<file path="config.mk">
export PLATFORM = sky130hd
export DESIGN_NAME = card_shoe_flat
export DESIGN_NICKNAME = d
export VERILOG_FILES = /design/src/rtl/blackjack_pkg.sv /design/src/rtl/card_shoe_if.sv /design/src/rtl/shoe_lfsr.sv /design/src/rtl/card_shoe.sv /design/src/flat_wrapper.sv
export SDC_FILE = /design/constraint.sdc
export NUM_CORES = 1
export LEC_CHECK = 0
export BUFFER_PORTS_ARGS = -buffer_cell sky130_fd_sc_hd__buf_2
export CAP_MARGIN = 30
export CORE_MARGIN = 2
export CORE_UTILIZATION = 38
export CTS_BUF_LIST = sky130_fd_sc_hd__clkbuf_8
export DETAILED_ROUTE_END_ITERATION = 10
export PLACE_DENSITY_LB_ADDON = 0.3
export SETUP_SLACK_MARGIN = 0.15
export SKIP_CTS_REPAIR_TIMING = 1
export SLEW_MARGIN = 15
export SYNTH_ARGS = -nofsm -noshare
export SYNTH_HDL_FRONTEND = slang
export SYNTH_SLANG_ARGS = --single-unit
</file>
<file path="constraint.sdc">
create_clock -name clock -period 8.9 [get_ports clock]
set_clock_uncertainty 0.15 [all_clocks]
set_input_delay 0.89 -clock clock [delete_from_list [all_inputs] [get_ports clock]]
set_output_delay 0.89 -clock clock [all_outputs]
set_load 0.02 [all_outputs]
</file>
<file path="src/rtl/blackjack_pkg.sv">
// Shared types and constants for the blackjack card shoe: FSM states, card
// value constants, per-deck counts and the LFSR feedback mask.
package blackjack_pkg;

  typedef enum logic [2:0] {
    IDLE,
    DRAW,
    SCAN,
    PRESENT,
    EMPTY
  } shoe_state_e;

  localparam logic [3:0] ACE = 4'd1;
  localparam logic [3:0] TEN = 4'd10;

  localparam int PER_VALUE      = 4;
  localparam int PER_TEN        = 16;
  localparam int CARDS_PER_DECK = 52;

  // x^16 + x^14 + x^13 + x^11 + 1 -> state bits 15, 13, 12, 10
  localparam logic [15:0] LFSR_TAPS = 16'hB400;

  function automatic logic [15:0] nonzero_seed(input logic [15:0] s);
    return (s == 16'h0000) ? 16'h0001 : s;
  endfunction

  // Low nibble of the LFSR to a card value; 0 marks a miss.
  function automatic logic [3:0] rank_to_value(input logic [3:0] r);
    if (r <= 4'd8)       return r + 4'd1;
    else if (r <= 4'd12) return TEN;
    else                 return 4'd0;
  endfunction

endpackage

</file>
<file path="src/rtl/card_shoe_if.sv">
// Request/present handshake between the card shoe and its consumer.
interface card_shoe_if;
  logic        req;
  logic        card_ready;
  logic        refill;
  logic        seed_load;
  logic [15:0] seed;
  logic [3:0]  card;
  logic        card_valid;
  logic        empty;
  logic [7:0]  remaining;

  modport master (
    output req, card_ready, refill, seed_load, seed,
    input  card, card_valid, empty, remaining
  );

  modport slave (
    input  req, card_ready, refill, seed_load, seed,
    output card, card_valid, empty, remaining
  );
endinterface

</file>
<file path="src/rtl/shoe_lfsr.sv">
// 16-bit Fibonacci LFSR with load/advance enables; a zero seed becomes 1 so
// the register can never lock up. Only the rank nibble leaves the block.
module shoe_lfsr
  import blackjack_pkg::*;
#(
  parameter logic [15:0] SEED = 16'hACE1
) (
  input  logic        clock,
  input  logic        reset_n,
  input  logic        load,
  input  logic [15:0] load_val,
  input  logic        advance,
  output logic [3:0]  rank
);

  logic [15:0] lfsr_q, lfsr_d;

  always_comb begin
    lfsr_d = lfsr_q;
    if (load)         lfsr_d = nonzero_seed(load_val);
    else if (advance) lfsr_d = {lfsr_q[14:0], ^(lfsr_q & LFSR_TAPS)};
  end

  always_ff @(posedge clock or negedge reset_n) begin
    if (!reset_n) lfsr_q <= nonzero_seed(SEED);
    else          lfsr_q <= lfsr_d;
  end

  assign rank = lfsr_q[3:0];

endmodule

</file>
<file path="src/rtl/card_shoe.sv">
// Depletion-aware card dealer: per-value count store, LFSR draw with a
// bounded miss budget, and a lowest-value scan fallback.
module card_shoe
  import blackjack_pkg::*;
#(
  parameter int          DECKS = 1,
  parameter logic [15:0] SEED  = 16'hACE1
) (
  input  logic     clock,
  input  logic     reset_n,
  card_shoe_if.slave shoe
);

  localparam logic [6:0] FULL_VAL = 7'(PER_VALUE * DECKS);
  localparam logic [6:0] FULL_TEN = 7'(PER_TEN * DECKS);
  localparam logic [7:0] FULL_REM = 8'(CARDS_PER_DECK * DECKS);

  shoe_state_e state_q, state_d;
  logic [3:0]  miss_q, miss_d;
  logic [3:0]  card_q, card_d;
  logic        card_valid_q, card_valid_d;
  logic [7:0]  remaining_q, remaining_d;
  logic [6:0]  count_q [1:10];
  logic [6:0]  count_d [1:10];

  logic [3:0]  rank, draw_val, scan_val, dec_val;
  logic        draw_hit, handshake, refill_now, lfsr_load, lfsr_adv;

  shoe_lfsr #(.SEED(SEED)) u_lfsr (
    .clock    (clock),
    .reset_n  (reset_n),
    .load     (lfsr_load),
    .load_val (shoe.seed),
    .advance  (lfsr_adv),
    .rank     (rank)
  );

  assign handshake  = card_valid_q && shoe.card_ready;
  assign refill_now = shoe.refill && (state_q == IDLE || state_q == EMPTY);
  assign lfsr_load  = (state_q == IDLE) && !shoe.refill && shoe.seed_load;
  assign lfsr_adv   = (state_q == DRAW) && !draw_hit;

  // A draw only hits when the mapped value still has cards left.
  always_comb begin
    draw_val = rank_to_value(rank);
    draw_hit = 1'b0;
    for (int v = 1; v <= 10; v++)
      if (draw_val == 4'(v) && count_q[v] != 7'd0) draw_hit = 1'b1;
  end

  always_comb begin
    scan_val = 4'd0;
    for (int v = int'(TEN); v >= int'(ACE); v--)
      if (count_q[v] != 7'd0) scan_val = 4'(v);
  end

  always_ff @(posedge clock or negedge reset_n) begin
    if (!reset_n) state_q <= IDLE;
    else          state_q <= state_d;
  end

  always_comb begin
    state_d = state_q;
    unique case (state_q)
      IDLE:    if (!shoe.refill && !shoe.seed_load && shoe.req) state_d = DRAW;
      DRAW:    if (draw_hit) state_d = PRESENT;
               else if (miss_q == 4'hF) state_d = SCAN;
      SCAN:    state_d = PRESENT;
      PRESENT: if (handshake) state_d = (remaining_q == 8'd0) ? EMPTY : IDLE;
      EMPTY:   if (shoe.refill) state_d = IDLE;
      default: state_d = IDLE;
    endcase
  end

  always_comb begin
    miss_d       = miss_q;
    card_d       = card_q;
    card_valid_d = card_valid_q;
    remaining_d  = remaining_q;
    count_d      = count_q;
    dec_val      = 4'd0;

    unique case (state_q)
      IDLE:    if (!shoe.refill && !shoe.seed_load && shoe.req) miss_d = 4'd0;
      DRAW:    if (draw_hit) dec_val = draw_val;
               else          miss_d  = miss_q + 4'd1;
      SCAN:    dec_val = scan_val;
      PRESENT: if (handshake) begin
                 card_d       = 4'd0;
                 card_valid_d = 1'b0;
               end
      default: ;
    endcase

    if (refill_now) begin
      for (int v = 1; v <= 10; v++) count_d[v] = (v == 10) ? FULL_TEN : FULL_VAL;
      remaining_d = FULL_REM;
    end

    // dec_val is only nonzero for a value whose count is nonzero.
    if (dec_val != 4'd0) begin
      for (int v = 1; v <= 10; v++)
        if (dec_val == 4'(v)) count_d[v] = count_q[v] - 7'd1;
      remaining_d  = remaining_q - 8'd1;
      card_d       = dec_val;
      card_valid_d = 1'b1;
    end
  end

  always_ff @(posedge clock or negedge reset_n) begin
    if (!reset_n) begin
      miss_q       <= 4'd0;
      card_q       <= 4'd0;
      card_valid_q <= 1'b0;
      remaining_q  <= FULL_REM;
      for (int v = 1; v <= 10; v++) count_q[v] <= (v == 10) ? FULL_TEN : FULL_VAL;
    end else begin
      miss_q       <= miss_d;
      card_q       <= card_d;
      card_valid_q <= card_valid_d;
      remaining_q  <= remaining_d;
      count_q      <= count_d;
    end
  end

  assign shoe.card       = card_q;
  assign shoe.card_valid = card_valid_q;
  assign shoe.empty      = (state_q == EMPTY);
  assign shoe.remaining  = remaining_q;

endmodule

</file>
<file path="src/flat_wrapper.sv">
// flat-port wrapper written by rule: the top's interface ports become plain ports
module card_shoe_flat import blackjack_pkg::*;
#(
  parameter int          DECKS = 1,
  parameter logic [15:0] SEED  = 16'hACE1
)
  (clock, reset_n, shoe_req, shoe_card_ready, shoe_refill, shoe_seed_load, shoe_seed, shoe_card, shoe_card_valid, shoe_empty, shoe_remaining);
  card_shoe_if shoe_i ();
  input  logic clock;
  input  logic reset_n;
  input wire logic [$bits(shoe_i.req)-1:0] shoe_req;
  input wire logic [$bits(shoe_i.card_ready)-1:0] shoe_card_ready;
  input wire logic [$bits(shoe_i.refill)-1:0] shoe_refill;
  input wire logic [$bits(shoe_i.seed_load)-1:0] shoe_seed_load;
  input wire logic [$bits(shoe_i.seed)-1:0] shoe_seed;
  output wire logic [$bits(shoe_i.card)-1:0] shoe_card;
  output wire logic [$bits(shoe_i.card_valid)-1:0] shoe_card_valid;
  output wire logic [$bits(shoe_i.empty)-1:0] shoe_empty;
  output wire logic [$bits(shoe_i.remaining)-1:0] shoe_remaining;
  assign shoe_i.req = shoe_req;
  assign shoe_i.card_ready = shoe_card_ready;
  assign shoe_i.refill = shoe_refill;
  assign shoe_i.seed_load = shoe_seed_load;
  assign shoe_i.seed = shoe_seed;
  assign shoe_card = shoe_i.card;
  assign shoe_card_valid = shoe_i.card_valid;
  assign shoe_empty = shoe_i.empty;
  assign shoe_remaining = shoe_i.remaining;
  card_shoe #(.DECKS(DECKS), .SEED(SEED)) u_core (.clock(clock), .reset_n(reset_n), .shoe(shoe_i));
endmodule
</file>
==> results of run 1 <==
-- per-stage QoR --
| step | setup slack [ns] | power (mW) |
|---|---|---|
| after floorplan | 5.75 | 2.00 |
| after global placement | 4.70 | 2.25 |
| after detailed placement | 4.51 | 2.31 |
| after CTS | 4.48 | 2.61 |
| after global routing | 4.12 | 2.82 |
| final | 4.47 | 2.61 |
-- metal layers --
metal / routed length, µm / track usage [%]
met1: 7630 / 25.0
met3: 641 / 4.02
met4: 326 / 5.61
met5: 0 / 0
met2: 7350 / 29.4
-- Yosys cell counts (all sizes together), types with 8 or more instances --
master / n
o21ai: 30
nor2: 43
a31o: 12
o311a: 10
dfrtp: 85
nor3: 24
clkbuf: 12
dfstp: 21
ha: 16
a31oi: 14
buf: 21
or2: 14
a21oi: 24
nand3: 27
nand2b: 14
o31ai: 10
nand2: 92
xnor2: 11
mux2i: 28
or3: 12
nor4: 17
nand4: 8
inv: 38
a2111oi: 12
a21o: 8
-- final timing paths --
check	start	to	slack, ns	depth (start not counted)
worst max-delay path	u_core.u_lfsr.lfsr_q[0]$_DFFE_PN1P_	u_core.count_q[34]$_DFF_PN0_	4.47	9
worst min-delay path	reset_n	u_core.u_lfsr.lfsr_q[8]$_DFFE_PN0P_	0.32	1
worst max register to register	u_core.u_lfsr.lfsr_q[0]$_DFFE_PN1P_	u_core.count_q[34]$_DFF_PN0_	4.47	9
worst min register to register	u_core.count_q[30]$_DFF_PN1_	u_core.count_q[30]$_DFF_PN1_	0.35	2
max in group asynchronous	reset_n	u_core.shoe.card[1]$_DFFE_PN0P_	7.05	2
min in group clock	u_core.count_q[30]$_DFF_PN1_	u_core.count_q[30]$_DFF_PN1_	0.35	2
-- cells in the final DEF (no fill, tap or decap), types with 5 or more instances in the layout --
cell	Yosys	final
nand3_1	23	23
or3_1	9	9
and2_1	5	5
nand2b_1	13	13
nor3_1	20	20
clkbuf_8	0	9
a31oi_1	10	10
or2_2	14	14
or4_1	7	7
dfstp_2	21	21
buf_2	10	34
o31ai_1	9	9
o21ai_0	30	30
a2111oi_0	10	10
inv_1	38	38
dfrtp_1	85	85
nor2_1	43	43
ha_1	16	16
xnor2_1	11	11
nor4_1	14	14
o311a_1	10	10
mux2i_1	28	28
nand2_1	92	92
a21o_1	8	8
a2bb2oi_1	5	5
a21oi_1	22	22
a211oi_1	7	7
buf_4	2	7
a31o_2	10	10
nand4_1	8	8
-- where the power goes --
part           switching, mW  internal, mW
sequential             0.168         0.677
combinational          0.942         0.527
clock                  0.188         0.107
-- kinds of logic (layout without fill, tap and decap cells) --
| logic type | Yosys count | after routing | share of synthesized area, % |
|---|---|---|---|
| and+or+nand+nor | 284 | 284 | 23.1 |
| xor gates and xnor gates | 15 | 15 | 2.01 |
| DFF | 106 | 106 | 41.1 |
| buffers and inverters | 71 | 95 | 5.20 |
| muxes | 31 | 31 | 4.81 |
| adders and majority gates | 16 | 16 | 3.07 |
| AOI/OAI and AO/OA | 173 | 173 | 20.7 |
-- layout make-up --
type                       instances  area, µm²
clock buffer                       9        124
clock inverter                     7       66.3
multi-input combinational        519       3510
inverter                          38        143
fill                            1640       9680
timing repair buffer              41        223
sequential                       106       2680
tap                              220        275
-- sequential cells by signal, summed over array words and instances, names as in the netlist --
name,cells
u_core.count_q,70
u_core.miss_q,4
u_core.shoe.card_valid,1
u_core.shoe.remaining,8
u_core.shoe.card,4
u_core.state_q,3
u_core.u_lfsr.lfsr_q,16
-- critical path: cells and delay by family (launching register included) --
kind                     cells  cell delay [ns]
AO/OA/AOI/OAI                4             2.03
adder cells (fa/ha/maj)      1             0.27
buffers and inverters        1             0.08
flip-flops                   1             0.58
AND/OR/NAND/NOR              3             1.20
==> metrics, run 1 <==
final slew viol count 0; f_max 226 MHz; vias in the first global route approximately 5,400; CTS tree yes; DR vias between 5,000 and 6,000; Yosys top cell by area dfrtp_1; I/O pin total 36; DRT antenna net count 0; dpl cells 924; EDFF count, synth 0; DRT Wirelength around 16,000 µm; Final period util 49.7%; largest net degree at the start of global routing between 60 and 70; Max H-tree Level 3; share of cells above drive strength 1 18.6%; Clk pin slew, worst setup/hold paths 0.11 ns; 1st-iter DRT viols roughly 440; Fin. Hold Viols 0; num rows 47; maximum VDD drop between 0.00015 and 0.0002 V; status finished clean; die area 0.0182 mm²; Least-Margin Pin Slew 0.926 ns; grt ovf 0; Antenna Cells 0; Starting Density 39.1%; worst rel slew slack 38.2%; post-route insts no fill 940; Setup Viol. Count Final 0; WL/cell 17.0 µm; Syn Std Cell Area about 0.0065 mm²; initial antenna violation count 0; critical path cell sequence inv_1 -> ha_1 -> nor2b_1 -> o22ai_1 -> o41ai_1 -> and3_1 -> a31o_2 -> nand3_1 -> o311a_1; Area Growth Syn to Fin 7.54%; CP max-delay cell a31o_2; WHS 0.316 ns; Fin Setup TNS 0 ns; worst skew pair latency around 0.4 ns; syn_nets 734; top cells by area, synth dfrtp_1 33%, dfstp_2 8.5%, nand2_1 5.3%; CTS root buf clkbuf_8; Setup CP Type register to register; Synth Register Bits 106; max_cap viols 0; All-Layer GR Usage about 18%; WP data required ~9.0 ns; CP max stage delay about 0.84 ns; drt pass-1 iters 5; synth warn 0; Yosys cell types 80; CP arrival 4.56 ns; crit path max fanout 38; final instance area ~0.0070 mm²; sequential area share after synthesis 41.1%; most frequently used flop master after synthesis dfrtp_1; final core utilization between 40% and 50%; first-pass GRT wire length between 20,000 and 30,000 µm; routed vias/inst slightly below 6; RSZ-0062 raised after global routing no; GPL Wtd Cong 0.821; port bufs 35; HP Class input pin to asynchronous set/reset pin; LEAKAGE 3.01 nW; Period minus WS final 4.43 ns; Crit. End Element register; DRC Markers 0; Startpoint Class register; Core Area 0.0167 mm²; share of flip-flops with an asynchronous set or reset 100%; CTS sink count between 100 and 150; final net count 753; HPWL Detailed 10,700 µm; Syn Area/Cell 9.38 µm²; cts bufs inserted 9; Die Y 135 µm; power per cell area 372 mW/mm²; width of the die ~140 µm; Post-DP Area about 0.007 mm²; top cell type's share of synthesized area 32.6%; clock tree buffer depth 2; cell count after synthesis roughly 700
Note: power is estimated with default switching activity, not from simulation.
==> inputs of run 2 (changes only) <==
clock period = 4.3 ns   (was 8.9 ns; I/O delays follow)
==> metrics, run 2 (synthesized netlist as in run 1, its figures left out) <==
status finished clean; width of the die 135 µm (unchanged); CP bufs+invs 2 (+1); Setup CP Type register to register; DR vias 5,459 (+0.35%); Core Area 0.0167 mm² (unchanged); Antenna Cells 0 (unchanged); Starting Density 39.1% (unchanged); initial antenna violation count 0 (unchanged); WL/cell 16.8 µm (-0.98%); share of cells above drive strength 1 20.0% (+1.4 points); I/O pin total 36 (unchanged); Biggest register u_core.count_q; Crit. End Element register; worst rel slew slack 52.9% (+15 points); CTS sink count 106 (unchanged); All-Layer GR Usage 18.6% (+0.23 points); CP max stage delay 0.60 ns (-0.24 ns); maximum VDD drop 0.000406 V (+100%); final core utilization 43.0% (+0.94 points); Area Growth Syn to Fin 9.93%; Final period util 90.2% (+40 points); commonest non-fill, non-tap cell in the layout nand2_1; max_cap viols 0 (unchanged); power per cell area 772 mW/mm² (+110%); Fin Setup TNS 0 ns (unchanged); HPWL Detailed 11,500 µm (+7.0%); num rows 47 (unchanged); routed vias/inst 5.69 (-1.6%); CP max-delay cell and3_1; CTS tree yes; worst skew pair latency 0.39 ns (about the same); Die Y 135 µm (unchanged); Setup Viol. Count Final 0 (unchanged); final slew viol count 0 (unchanged); CTS root buf clkbuf_8; drt pass-1 iters 4 (-1); instance count on the critical path 10 (+1); Clk pin slew, worst setup/hold paths 0.10 ns (about the same); DRT antenna net count 0 (unchanged); clock tree buffer depth 2 (unchanged); CP arrival 4.02 ns (-0.54 ns); Least-Margin Pin Slew 0.703 ns (-0.224 ns); HP Class input pin to register; final instance area 0.00717 mm² (+2.2%); crit path max fanout 17 (-55%); Fin. Hold Viols 0 (unchanged); commonest cells after routing, fill and taps aside 92 x nand2_1, 85 x dfrtp_1, 43 x nor2_1; vias in the first global route 5,416 (+0.31%); f_max 258 MHz (+14%); max FFs per register 70 (unchanged); Post-DP Area 0.00699 mm² (+2.5%); Crit path max-delay family compound AO/OA/AOI/OAI gates; DRC Markers 0 (unchanged); cts bufs inserted 9 (unchanged); grt ovf 0 (unchanged); area of the multi-input gates 0.00351 mm² (unchanged); 1st-iter DRT viols 333 (-24%); port bufs 35 (unchanged); Max H-tree Level 3 (unchanged); Hold Path Depth 3; Startpoint Class register; critical path cell sequence inv_1 -> ha_1 -> nor2b_1 -> o22ai_1 -> o41ai_1 -> and3_1 -> a31o_2 -> buf_4 -> nor3_2 -> a221o_1; FF+latch area 0.00268 mm² (unchanged); largest net degree at the start of global routing 50 (-23%); LEAKAGE 3.12 nW (+3.8%); DRT Wirelength 16,100 µm (+1.0%); RSZ-0062 raised after global routing no; Fill cells 1,642 (+0.12%); final net count 772 (+2.5%); first-pass GRT wire length 27,300 µm (+0.74%); Worst R2R Path Depth 10 (+1); Period minus WS final 3.88 ns (-0.547 ns); WP data required 4.44 ns (-4.60 ns); GPL Wtd Cong 0.854 (+4.0%); die area 0.0182 mm² (unchanged); total power 5.54 mW (+110%)
-- run 2: layout make-up --
type	instances	share of cell area, %
Multi-Input combinational cell	519	48.9
Inverter	38	1.99
Clock buffer	10	1.92
Tap cell	220	3.84
Clock inverter	6	0.436
Sequential cell	106	37.3
Timing Repair Buffer	60	5.58
-- run 2: tightest hold or removal path: stages --
cell and delay [ns]:
buf_2 0.11, nand2_1 0.05, a2bb2oi_1 0.05
-- run 2: report_power, final --
group | internal (mW) | switching, mW
clock | 0.220 | 0.351
sequential | 1.40 | 0.352
combinational | 1.24 | 1.97
-- run 2: metal layers --
metal	up-vias	part of all wire (%)	global-route usage, %
met2	108	47	29.7
li1	2643	-	-
met3	20	3.9	4.13
met5	-	0	0
met1	2688	48	25.5
met4	0	1.6	5.44
-- run 2: through the flow --
step | setup WS [ns] | std cells | hold slack, ns
final | 0.422 | 959 | 0.0985
after global routing | 0.203 | 959 | 0.0925
after CTS | 0.475 | 958 | -0.270
after detailed placement | 0.481 | 942 | 0.173
after global placement | 0.599 | 941 | 0.164
after floorplan | 1.15 | 696 | -0.0156
-- run 2: worst paths after layout --
check | start | end | slack, ns
worst max-delay path | u_core.u_lfsr.lfsr_q[0]$_DFFE_PN1P_ | u_core.count_q[17]$_DFF_PN0_ | 0.42
worst min-delay path | shoe_seed[7] | u_core.u_lfsr.lfsr_q[7]$_DFFE_PN1P_ | 0.1
min in group asynchronous | reset_n | u_core.count_q[11]$_DFF_PN0_ | 0.30
worst min register to register | u_core.count_q[30]$_DFF_PN1_ | u_core.count_q[30]$_DFF_PN1_ | 0.35
max in group asynchronous | reset_n | u_core.count_q[52]$_DFF_PN0_ | 2.76
worst max register to register | u_core.u_lfsr.lfsr_q[0]$_DFFE_PN1P_ | u_core.count_q[17]$_DFF_PN0_ | 0.42
==> inputs of run 3 (changes only) <==
REMOVE_ABC_BUFFERS = 1   (was not set)
==> metrics, run 3 (synthesized netlist as in run 1, its figures left out) <==
DRT antenna net count 0 (unchanged); vias in the first global route 5,311 (-1.9%); commonest cells after routing, fill and taps aside 92 x nand2_1, 85 x dfrtp_1, 43 x nor2_1; f_max 264 MHz (+2.4%); CP max stage delay 0.58 ns (-0.02 ns); Crit path max-delay family compound AO/OA/AOI/OAI gates; max FFs per register 70 (unchanged); highest routed layer met4; maximum VDD drop 0.000409 V (+0.72%); end of the worst hold path u_core.u_lfsr.lfsr_q[15]$_DFFE_PN1P_; I/O pin total 36 (unchanged); port bufs 35 (unchanged); Hold Path Depth 3 (unchanged); routed wl met2 7570 µm (+0.57%); drt pass-1 iters 8 (+4); worst r2r src u_core.u_lfsr.lfsr_q[0]$_DFFE_PN1P_; CP bufs+invs 3 (+1); crit path max fanout 22 (+5); most frequent CP cell buf_4; Post-DP Area 0.00697 mm² (-0.32%); die area 0.0182 mm² (unchanged); hold wc startpoint shoe_seed[15]; worst rel slew slack 53.3% (+0.41 points); DR vias 5,450 (-0.16%); M1 WL 7520 µm (-2.3%); Least-Margin Pin Slew 0.701 ns (-0.00185 ns); final net count 770 (-0.26%); width of the die 135 µm (unchanged); share of cells above drive strength 1 20.4% (+0.33 points); LEAKAGE 3.11 nW (-0.54%); Core Area 0.0167 mm² (unchanged); total power 5.53 mW (-0.11%); critical path cell sequence inv_1 -> ha_1 -> nand3b_1 -> nand2_1 -> a41oi_1 -> o41ai_1 -> buf_4 -> and3_1 -> a31o_2 -> buf_4 -> nand3_1 -> o311a_1; RSZ-0062 raised after global routing no; Fill cells 1,611 (-1.9%); dpl ws 0.490 ns (+0.00942 ns); Setup CP Type register to register; FF+latch area 0.00268 mm² (unchanged); flop2flop setup slack 0.51 ns (+0.09 ns); initial antenna violation count 0 (unchanged); Die Y 135 µm (unchanged); num rows 47 (unchanged); WL met3 701 µm (+12%); Starting Density 39.1% (unchanged); Clk pin slew, worst setup/hold paths 0.11 ns (about the same); HPWL Detailed 11,300 µm (-1.4%); CTS sink count 106 (unchanged); DRC Markers 0 (unchanged); final slew viol count 0 (unchanged); Crit. End Element register; WP data required 4.44 ns (about the same); grt ovf 0 (unchanged); max_cap viols 0 (unchanged); CP max-delay cell dfstp_2; commonest non-fill, non-tap cell in the layout nand2_1; first-pass GRT wire length 26,900 µm (-1.5%); Fin Setup TNS 0 ns (unchanged); power per cell area 770 mW/mm² (-0.18%); CP arrival 3.93 ns (-0.09 ns); CTS root buf clkbuf_8; area of the multi-input gates 0.00351 mm² (unchanged); worst skew pair latency 0.41 ns (+0.02 ns); Startpoint Class register; DRT Wirelength 16,000 µm (-0.40%); clock tree buffer depth 2 (unchanged); Biggest register u_core.count_q; GPL Wtd Cong 0.904 (+6.0%); worst setup margin 0.511 ns (+0.0896 ns); cts bufs inserted 9 (unchanged); 1st-iter DRT viols 383 (+15%); final instance area 0.00718 mm² (about the same); Setup Viol. Count Final 0 (unchanged); WL/cell 16.8 µm (-0.19%); Fin. Hold Viols 0 (unchanged); routed vias/inst 5.69 (about the same); Final period util 88.1% (-2.1 points); Max H-tree Level 3 (unchanged); Area Growth Syn to Fin 10.0% (about the same); FF-to-FF End u_core.count_q[34]$_DFF_PN0_; Period minus WS final 3.79 ns (-0.0896 ns); largest net degree at the start of global routing 44 (-12%); Worst R2R Path Depth 12 (+2); HP Class input pin to register; All-Layer GR Usage 18.5% (-0.16 points); status finished clean; Antenna Cells 0 (unchanged); CTS tree yes
## run 3: changes by cell type in the layout (fill, tap and decap cells not counted), sizes merged
cell / previous run / this run
buf: 59 / 57
clkbuf: 10 / 9
clkinvlp: 1 / 2
## run 3: layer usage
layer  up-vias  GRT usage (%)
met1      2658           24.9
met5         -              0
met2       135           30.1
met4         0           6.77
met3        19           3.04
li1       2638              -
## run 3: power by group
group / internal (mW) / switching [mW]
Clock: 0.220 / 0.384
Combinational: 1.23 / 1.93
Sequential: 1.40 / 0.354
## run 3: worst max path at each step
stage                                                   start                                    to  slack (ns)  cells past startpoint
after global routing      u_core.u_lfsr.lfsr_q[0]$_DFFE_PN1P_          u_core.count_q[29]$_DFF_PN0_        0.27                     13
after global placement           u_core.count_q[56]$_DFF_PN0_  u_core.shoe.remaining[4]$_DFFE_PN1P_        0.61                     10
final                     u_core.u_lfsr.lfsr_q[0]$_DFFE_PN1P_          u_core.count_q[34]$_DFF_PN0_        0.51                     12
after CTS                 u_core.u_lfsr.lfsr_q[0]$_DFFE_PN1P_          u_core.count_q[29]$_DFF_PN0_        0.49                     13
after floorplan           u_core.u_lfsr.lfsr_q[0]$_DFFE_PN1P_          u_core.count_q[34]$_DFF_PN0_        0.60                      9
after detailed placement  u_core.u_lfsr.lfsr_q[0]$_DFFE_PN1P_          u_core.count_q[29]$_DFF_PN0_        0.49                     13
## run 3: metrics by stage
stage	instances	utilization, %	hold WS, ns
after CTS	955	42.8	-0.178
after global routing	957	43.0	0.0973
after floorplan	663	-	-0.0156
after global placement	938	41.7	0.276
final	957	43.0	0.104
after detailed placement	939	41.7	0.275
## run 3: tightest hold or removal path, cell delays in order
cell	delay [ns]
buf_2	0.11
nand2_1	0.05
a2bb2oi_1	0.06
## run 3: area by class of cell
| cell class | instances | share of cell area (%) |
|---|---|---|
| clock buffers | 9 | 1.73 |
| clock inverters | 7 | 0.802 |
| inverters | 38 | 1.99 |
| multi-input cells | 519 | 48.9 |
| flip-flops and latches | 106 | 37.3 |
| well taps | 220 | 3.83 |
| repair buffers | 58 | 5.47 |
